[src/rtl/mem_wb_stage.sv]
// Memory-access stage: performs loads/stores on an internal multi-cycle RAM and holds the MEM/WB register.
// Latency: non-memory instructions reach wb_* one edge after arrival; memory ops stall LATENCY cycles, result at edge ending cycle LATENCY+1.
// Backpressure: mem_stall freezes upstream stages during an access; inputs must be held stable while it is high.
// Optional feature macro MEM_STORE_POST_EN: posted stores through a one-entry write buffer.
module mem_wb_stage #(
    parameter int DEPTH_LOG2 = 6,
    parameter int LATENCY    = 2
) (
    input  logic        clk,
    input  logic        clr,
    input  logic        mem_m2reg,
    input  logic        mem_wmem,
    input  logic        mem_wreg,
    input  logic [4:0]  mem_rn,
    input  logic [31:0] mem_rb,
    input  logic [31:0] mem_alu_result,
    output logic        mem_stall,
    output logic        wb_m2reg,
    output logic        wb_wreg,
    output logic [4:0]  wb_rn,
    output logic [31:0] wb_mem_data,
    output logic [31:0] wb_alu_result
);

    localparam int DEPTH = 2 ** DEPTH_LOG2;
    localparam int CNT_W = $clog2(LATENCY + 1);

    typedef enum logic [1:0] {
        S_IDLE = 2'd0,
        S_WAIT = 2'd1,
        S_DONE = 2'd2
    } state_t;

    state_t                  r_state;
    state_t                  w_state_nxt;
    logic [CNT_W-1:0]        r_cnt;
    logic [CNT_W-1:0]        w_cnt_nxt;
    logic                    w_stall;
    logic                    w_start;
    logic                    w_do_acc;
    logic                    w_acc;
    logic [DEPTH_LOG2-1:0]   w_idx;

    logic [31:0]             r_mem [0:DEPTH-1];
    logic [31:0]             r_rdata;

    logic                    w_we;
    logic [DEPTH_LOG2-1:0]   w_we_idx;
    logic [31:0]             w_we_dat;

    logic                    r_wb_m2reg;
    logic                    r_wb_wreg;
    logic [4:0]              r_wb_rn;
    logic [31:0]             r_wb_mem_data;
    logic [31:0]             r_wb_alu_result;

    // Word address: byte offset and bits above the array size are dropped, so addresses wrap.
    assign w_idx = mem_alu_result[DEPTH_LOG2+1:2];
    assign w_acc = mem_m2reg | mem_wmem;

`ifdef MEM_STORE_POST_EN
    logic                    w_post;
    logic                    w_post_cap;
    logic                    w_drain;
    logic                    r_wbuf_vld;
    logic [CNT_W-1:0]        r_wbuf_cnt;
    logic [DEPTH_LOG2-1:0]   r_wbuf_idx;
    logic [31:0]             r_wbuf_dat;

    // Only a pure store can be posted; load+store keeps the blocking read-before-write path.
    assign w_post     = mem_wmem & ~mem_m2reg;
    assign w_post_cap = (r_state == S_IDLE) & w_acc & w_post & ~r_wbuf_vld;
    assign w_drain    = r_wbuf_vld & (r_wbuf_cnt == CNT_W'(LATENCY - 1));

    // Write buffer: capture a posted store, age it, and release it on the drain edge.
    always_ff @(posedge clk or posedge clr) begin
        if (clr) begin
            r_wbuf_vld <= 1'b0;
            r_wbuf_cnt <= '0;
            r_wbuf_idx <= '0;
            r_wbuf_dat <= '0;
        end else if (w_post_cap) begin
            r_wbuf_vld <= 1'b1;
            r_wbuf_cnt <= '0;
            r_wbuf_idx <= w_idx;
            r_wbuf_dat <= mem_rb;
        end else if (w_drain) begin
            r_wbuf_vld <= 1'b0;
            r_wbuf_cnt <= '0;
        end else if (r_wbuf_vld) begin
            r_wbuf_cnt <= r_wbuf_cnt + CNT_W'(1);
        end
    end

    // RAM write port: a draining buffer never coincides with a blocking access.
    always_comb begin
        w_we     = ~clr & (w_drain | (w_do_acc & mem_wmem));
        w_we_idx = w_drain ? r_wbuf_idx : w_idx;
        w_we_dat = w_drain ? r_wbuf_dat : mem_rb;
    end
`else
    // RAM write port: only the blocking access sequence writes.
    always_comb begin
        w_we     = ~clr & w_do_acc & mem_wmem;
        w_we_idx = w_idx;
        w_we_dat = mem_rb;
    end
`endif

    // Next-state, stall and access-strobe decode.
    always_comb begin
        w_state_nxt = r_state;
        w_cnt_nxt   = r_cnt;
        w_stall     = 1'b0;
        w_start     = 1'b0;
        w_do_acc    = 1'b0;
        case (r_state)
            S_IDLE: begin
`ifdef MEM_STORE_POST_EN
                if (w_acc && w_post && !r_wbuf_vld) begin
                    w_stall = 1'b0;
                end else if (w_acc && r_wbuf_vld) begin
                    w_stall = 1'b1;
                end else if (w_acc) begin
                    w_start = 1'b1;
                end
`else
                if (w_acc) begin
                    w_start = 1'b1;
                end
`endif
                if (w_start) begin
                    w_stall = 1'b1;
                    if (LATENCY == 1) begin
                        w_do_acc    = 1'b1;
                        w_state_nxt = S_DONE;
                    end else begin
                        w_state_nxt = S_WAIT;
                        w_cnt_nxt   = CNT_W'(1);
                    end
                end
            end
            S_WAIT: begin
                w_stall = 1'b1;
                if (r_cnt == CNT_W'(LATENCY - 1)) begin
                    w_do_acc    = 1'b1;
                    w_state_nxt = S_DONE;
                    w_cnt_nxt   = '0;
                end else begin
                    w_cnt_nxt = r_cnt + CNT_W'(1);
                end
            end
            S_DONE: begin
                w_state_nxt = S_IDLE;
            end
            default: begin
                w_state_nxt = S_IDLE;
                w_cnt_nxt   = '0;
            end
        endcase
    end

    // Reset forces the stall low immediately so an aborted access releases upstream at once.
    assign mem_stall = w_stall & ~clr;

    // State and stall-counter register.
    always_ff @(posedge clk or posedge clr) begin
        if (clr) begin
            r_state <= S_IDLE;
            r_cnt   <= '0;
        end else begin
            r_state <= w_state_nxt;
            r_cnt   <= w_cnt_nxt;
        end
    end

    // Data array has no reset so its contents survive clr.
    always_ff @(posedge clk) begin
        if (w_we) begin
            r_mem[w_we_idx] <= w_we_dat;
        end
    end

    // Read-data register: samples the old word on the access edge (read before write).
    always_ff @(posedge clk or posedge clr) begin
        if (clr) begin
            r_rdata <= '0;
        end else if (w_do_acc && mem_m2reg) begin
            r_rdata <= r_mem[w_idx];
        end
    end

    // MEM/WB register: bubble while stalled, otherwise capture the presented instruction.
    always_ff @(posedge clk or posedge clr) begin
        if (clr) begin
            r_wb_m2reg      <= 1'b0;
            r_wb_wreg       <= 1'b0;
            r_wb_rn         <= '0;
            r_wb_mem_data   <= '0;
            r_wb_alu_result <= '0;
        end else if (w_stall) begin
            r_wb_m2reg      <= 1'b0;
            r_wb_wreg       <= 1'b0;
            r_wb_rn         <= '0;
            r_wb_mem_data   <= '0;
            r_wb_alu_result <= '0;
        end else begin
            r_wb_m2reg      <= mem_m2reg;
            r_wb_wreg       <= mem_wreg;
            r_wb_rn         <= mem_rn;
            r_wb_mem_data   <= ((r_state == S_DONE) && mem_m2reg) ? r_rdata : 32'h0;
            r_wb_alu_result <= mem_alu_result;
        end
    end

    assign wb_m2reg      = r_wb_m2reg;
    assign wb_wreg       = r_wb_wreg;
    assign wb_rn         = r_wb_rn;
    assign wb_mem_data   = r_wb_mem_data;
    assign wb_alu_result = r_wb_alu_result;

endmodule

[config.mk]
export PLATFORM = sky130hd
export DESIGN_NAME = mem_wb_stage
export DESIGN_NICKNAME = d
export VERILOG_FILES = /design/src/rtl/mem_wb_stage.sv
export SDC_FILE = /design/constraint.sdc
export NUM_CORES = 2
export LEC_CHECK = 0
export BUFFER_PORTS_ARGS = -buffer_cell sky130_fd_sc_hd__buf_2
export CAP_MARGIN = 20
export CORE_UTILIZATION = 45
export DETAILED_ROUTE_END_ITERATION = 12
export GPL_TIMING_DRIVEN = 1
export PLACE_DENSITY_LB_ADDON = 0.3
export SKIP_LAST_GASP = 1
export SYNTH_ARGS = -nofsm -noshare
export SYNTH_HDL_FRONTEND = slang
export SYNTH_SLANG_ARGS = --single-unit
[constraint.sdc]
create_clock -name clk -period 3.2 [get_ports clk]
set_input_delay 0.48 -clock clk [delete_from_list [all_inputs] [get_ports clk]]
set_output_delay 0.48 -clock clk [all_outputs]
set_load 0.03 [all_outputs]
==> metrics.txt <==
gate count of the mapped netlist=approximately 4300; Routability Congestion=between 0.8 and 0.9; most repeated library cell on the critical path=sky130_fd_sc_hd__buf_4; startpoint kind of the worst setup timing path=flop; Hold Buf Count CTS=36; Synth Net Count=4420; net switching power figure=~14 mW; combined area of all synthesized cells=~0.082 sq mm; max-cap violation count=0; number of buffers and inverters on the critical path=2; cells on worst reg2reg path=6; upper clock frequency limit=about 350 MHz; maximum clock skew at final layout=0.0351 ns; largest driver fanout on the critical path=18; wire length of the first global-routing pass=approximately 350000 um; leading cell type in the layout, fill and taps excluded=sky130_fd_sc_hd__edfxtp_1; leakage component of the power=about 33 nW; DRC violations left=0; reg-to-reg critical path endpoint=r_mem[31][28]; Routed WL per cell=between 30 and 40 um; final hold viol count=0; final std cell area, no fill=between 0.09 and 0.1 sq mm; total setup violations reported at the end of the flow=0; CP max stage cell=sky130_fd_sc_hd__and3_1; crit path setup slack, layout=roughly 0.3 ns; number of cells in the design after placement=~7000; series of cell instances along the critical path=and4bb_2 -> and3_1 -> buf_4 -> nand3_4 -> nor2_4 -> buf_4; post-place instance area=about 0.090 sq mm; Critical Path Sink Type=flop; CTS sink cnt=2155; portion of the clock cycle consumed by the worst path in the final layout=0.906; Post-synth EDFFs=about 2000; Largest delay share family, worst path=simple AND/OR/NAND/NOR gates; maximum number of pins on one net before global-route repair=between 100 and 150; count of standard-cell rows=156; timing startpoint of the critical path=r_state[0]; Ys Warns=0; RR Startpoint=r_state[0]; count of vias placed by the detailed router=roughly 47000; required time of the critical path=around 3.7 ns; Final Critical Period=a little under 3 ns; chip height=roughly 430 um; I/O pin count=about 150; number of buffers created by CTS=between 200 and 250; number of I/O port buffers=between 100 and 150; Worst IR Drop VDD=~0.61 mV; most frequent cells in the layout=2048 x sky130_fd_sc_hd__edfxtp_1, 405 x sky130_fd_sc_hd__mux2i_1, 292 x sky130_fd_sc_hd__buf_4, 234 x sky130_fd_sc_hd__a221oi_1, 213 x sky130_fd_sc_hd__clkbuf_16; Worst R2R Setup Slack=0.30 ns; layout-stage area growth over the synthesis result=18.5%; Placement Setup Slack=-0.146 ns; CTS resizes=0; HPWL after detailed placement=151000 um; flip-flop cell with the highest count after synthesis=sky130_fd_sc_hd__edfxtp_1; maximum buffer depth of the clock tree=3; path type of the worst setup path=reg -> reg; Hold WC Path Type=in -> reg; fraction of power spent switching nets=0.234; post-route ant nets=0; layout cell share with drive strength beyond 1=0.239; Seq pwr share=0.522; Clock Latency Late Sink=0.89 ns; Pint=roughly 47 mW; CTS tree=built; maximum level of the CTS H-tree=4; combinational cell fraction of total power=0.077; data arrival at the endpoint of the critical path=3.41 ns; max-slew violation count=0; cell taking the most area after synthesis=sky130_fd_sc_hd__edfxtp_1; initial antenna violation count=12; main area contributors after synthesis=sky130_fd_sc_hd__edfxtp_1 75%, sky130_fd_sc_hd__mux2i_1 4.9%, sky130_fd_sc_hd__mux4_2 3.8%; aggregate global routing overflow=0; result of the run=finished clean; Chip Width=429 um; Yosys cell types=67; slew at the pin closest to its max-slew limit=1.15 ns; ratio of routed vias to standard cells=~6.4; max incr delay on CP=between 0.6 and 0.7 ns; Post-synth ARST share=0.0497; Post CTS Setup Buffer Count=0; cell chosen for the clock root=sky130_fd_sc_hd__clkbuf_16; area share of the largest cell type after synthesis=0.749; Mapped Avg Cell Area=around 19 sq um; Reg clk slew, reported paths=about 0.060 ns; via count of the first global-routing pass=roughly 46000; nets=between 4000 and 5000; die area=~0.18 sq mm; initial DRC count=roughly 7200; core outline area=about 0.18 sq mm; non-filler instance count after layout=around 7400; Worst setup endpoint=r_mem[31][28]; wirelength, routed=~250000 um; critical path depth=6; remaining max-slew budget at the tightest pin=0.231; Clock Power Share=0.401; number of search-and-repair iterations in the first detailed-routing pass=6; power per standard cell area=roughly 620 mW/mm^2; RSZ-0062 raised after global routing=no; overall track demand over capacity in global routing=0.270; share of synthesized area occupied by flip-flops and latches=0.781; initial core utilization=0.454; post-synthesis register bit count=~2200; hold_sp=mem_rb[8]
[final cells by class]
class,count,area (sq um)
Inverter,7,37.5
Clock inverter,121,1090
Tap cell,2370,2970
Timing Repair Buffer,630,6390
Fill cell,13830,83600
Sequential cell,2155,64200
Antenna cell,8,20.0
Multi-Input combinational cell,1886,17000
Clock buffer,270,5670
[power groups by stage]
stage	sequential (mW)	combinational (mW)	clock, mW
4_1_cts	31.7	4.57	24.5
5_1_grt	31.7	4.86	25.6
2_1_floorplan	32.4	2.03	0
6_report	31.7	4.69	24.4
3_5_place_dp	32.3	4.52	0
3_3_place_gp	32.3	4.46	0
[stage by stage]
step	hold slack, ns	util	setup TNS [ns]	power, mW
floorplan	0.454	-	-346.27	34.4
global placement	0.501	0.497	-0.213	36.8
detailed placement	0.509	0.497	-0.245	36.8
CTS	0.0437	0.536	0	60.8
global route	0.0115	0.538	0	62.2
finish	0.0192	0.538	0	60.8
[worst register-to-register path, delay by kind of cell, from the launching register on]
family	cells	cell delay (ns)
and+or+nand+nor	4	1.38
buffers and inverters	2	0.66
DFF	1	0.48
[per-layer routing]
| metal | wire, um | vias up | global-route usage |
|---|---|---|---|
| met5 | 61 | - | 0 |
| met4 | 9480 | 8 | 0.0935 |
| met3 | 28700 | 507 | 0.0593 |
| met2 | 116000 | 3084 | 0.419 |
| met1 | 98000 | 24682 | 0.378 |
| li1 | - | 19062 | - |
[synthesized netlist by cell type (4+ instances only)]
cell type,count
sky130_fd_sc_hd__buf_6,26
sky130_fd_sc_hd__a31oi_1,20
sky130_fd_sc_hd__a22o_1,22
sky130_fd_sc_hd__buf_4,47
sky130_fd_sc_hd__and2_1,71
sky130_fd_sc_hd__clkbuf_1,110
sky130_fd_sc_hd__o22ai_1,83
sky130_fd_sc_hd__o21ai_1,5
sky130_fd_sc_hd__o211ai_1,8
sky130_fd_sc_hd__o2bb2ai_1,4
sky130_fd_sc_hd__nor2_1,176
sky130_fd_sc_hd__a41oi_1,4
sky130_fd_sc_hd__and3_1,12
sky130_fd_sc_hd__nor3_1,7
sky130_fd_sc_hd__edfxtp_1,2048
sky130_fd_sc_hd__buf_2,96
sky130_fd_sc_hd__nand4_1,16
sky130_fd_sc_hd__nand2_1,71
sky130_fd_sc_hd__buf_1,17
sky130_fd_sc_hd__o32a_1,22
sky130_fd_sc_hd__nand3_1,71
sky130_fd_sc_hd__a221oi_1,234
sky130_fd_sc_hd__a22oi_1,174
sky130_fd_sc_hd__inv_1,4
sky130_fd_sc_hd__a221o_1,14
sky130_fd_sc_hd__a222oi_1,5
sky130_fd_sc_hd__a32oi_1,5
sky130_fd_sc_hd__mux2_2,76
sky130_fd_sc_hd__nor2b_1,9
sky130_fd_sc_hd__a211oi_1,9
sky130_fd_sc_hd__o21ai_0,87
sky130_fd_sc_hd__o22a_1,13
sky130_fd_sc_hd__o221ai_1,9
sky130_fd_sc_hd__mux2i_1,405
sky130_fd_sc_hd__o2111ai_1,13
sky130_fd_sc_hd__a21oi_1,64
sky130_fd_sc_hd__mux4_2,137
sky130_fd_sc_hd__dfrtp_1,107
sky130_fd_sc_hd__or3_1,4
[state kept, by name (all words and copies together) (netlist names)]
| register | count |
|---|---|
| wb_rn | 5 |
| r_state | 2 |
| wb_mem_data | 32 |
| wb_m2reg | 1 |
| wb_wreg | 1 |
| r_cnt | 2 |
| wb_alu_result | 32 |
| r_mem | 2048 |
| r_rdata | 32 |
[cells by family (layout without fill, tap and decap cells)]
kind of cell / Yosys count / count (layout) / synth area share
compound gates: 815 / 815 / 0.0747
buf+inv: 305 / 1028 / 0.0202
flops: 2155 / 2155 / 0.781
mux: 621 / 621 / 0.0978
other cells: 0 / 8 / 0
simple gates: 450 / 450 / 0.0258
[worst min-delay path by stage]
stage | cells past startpoint | endpoint | slack, ns
after floorplan | 1 | wb_mem_data[15] | 0.45
after detailed placement | 2 | r_cnt[1] | 0.51
after global placement | 2 | r_cnt[1] | 0.50
after CTS | 1 | r_mem[20][1] | 0.04
after global routing | 1 | r_mem[46][8] | 0.01
final | 1 | r_mem[27][8] | 0.02
No activity file was read; power rests on OpenSTA's default activity.
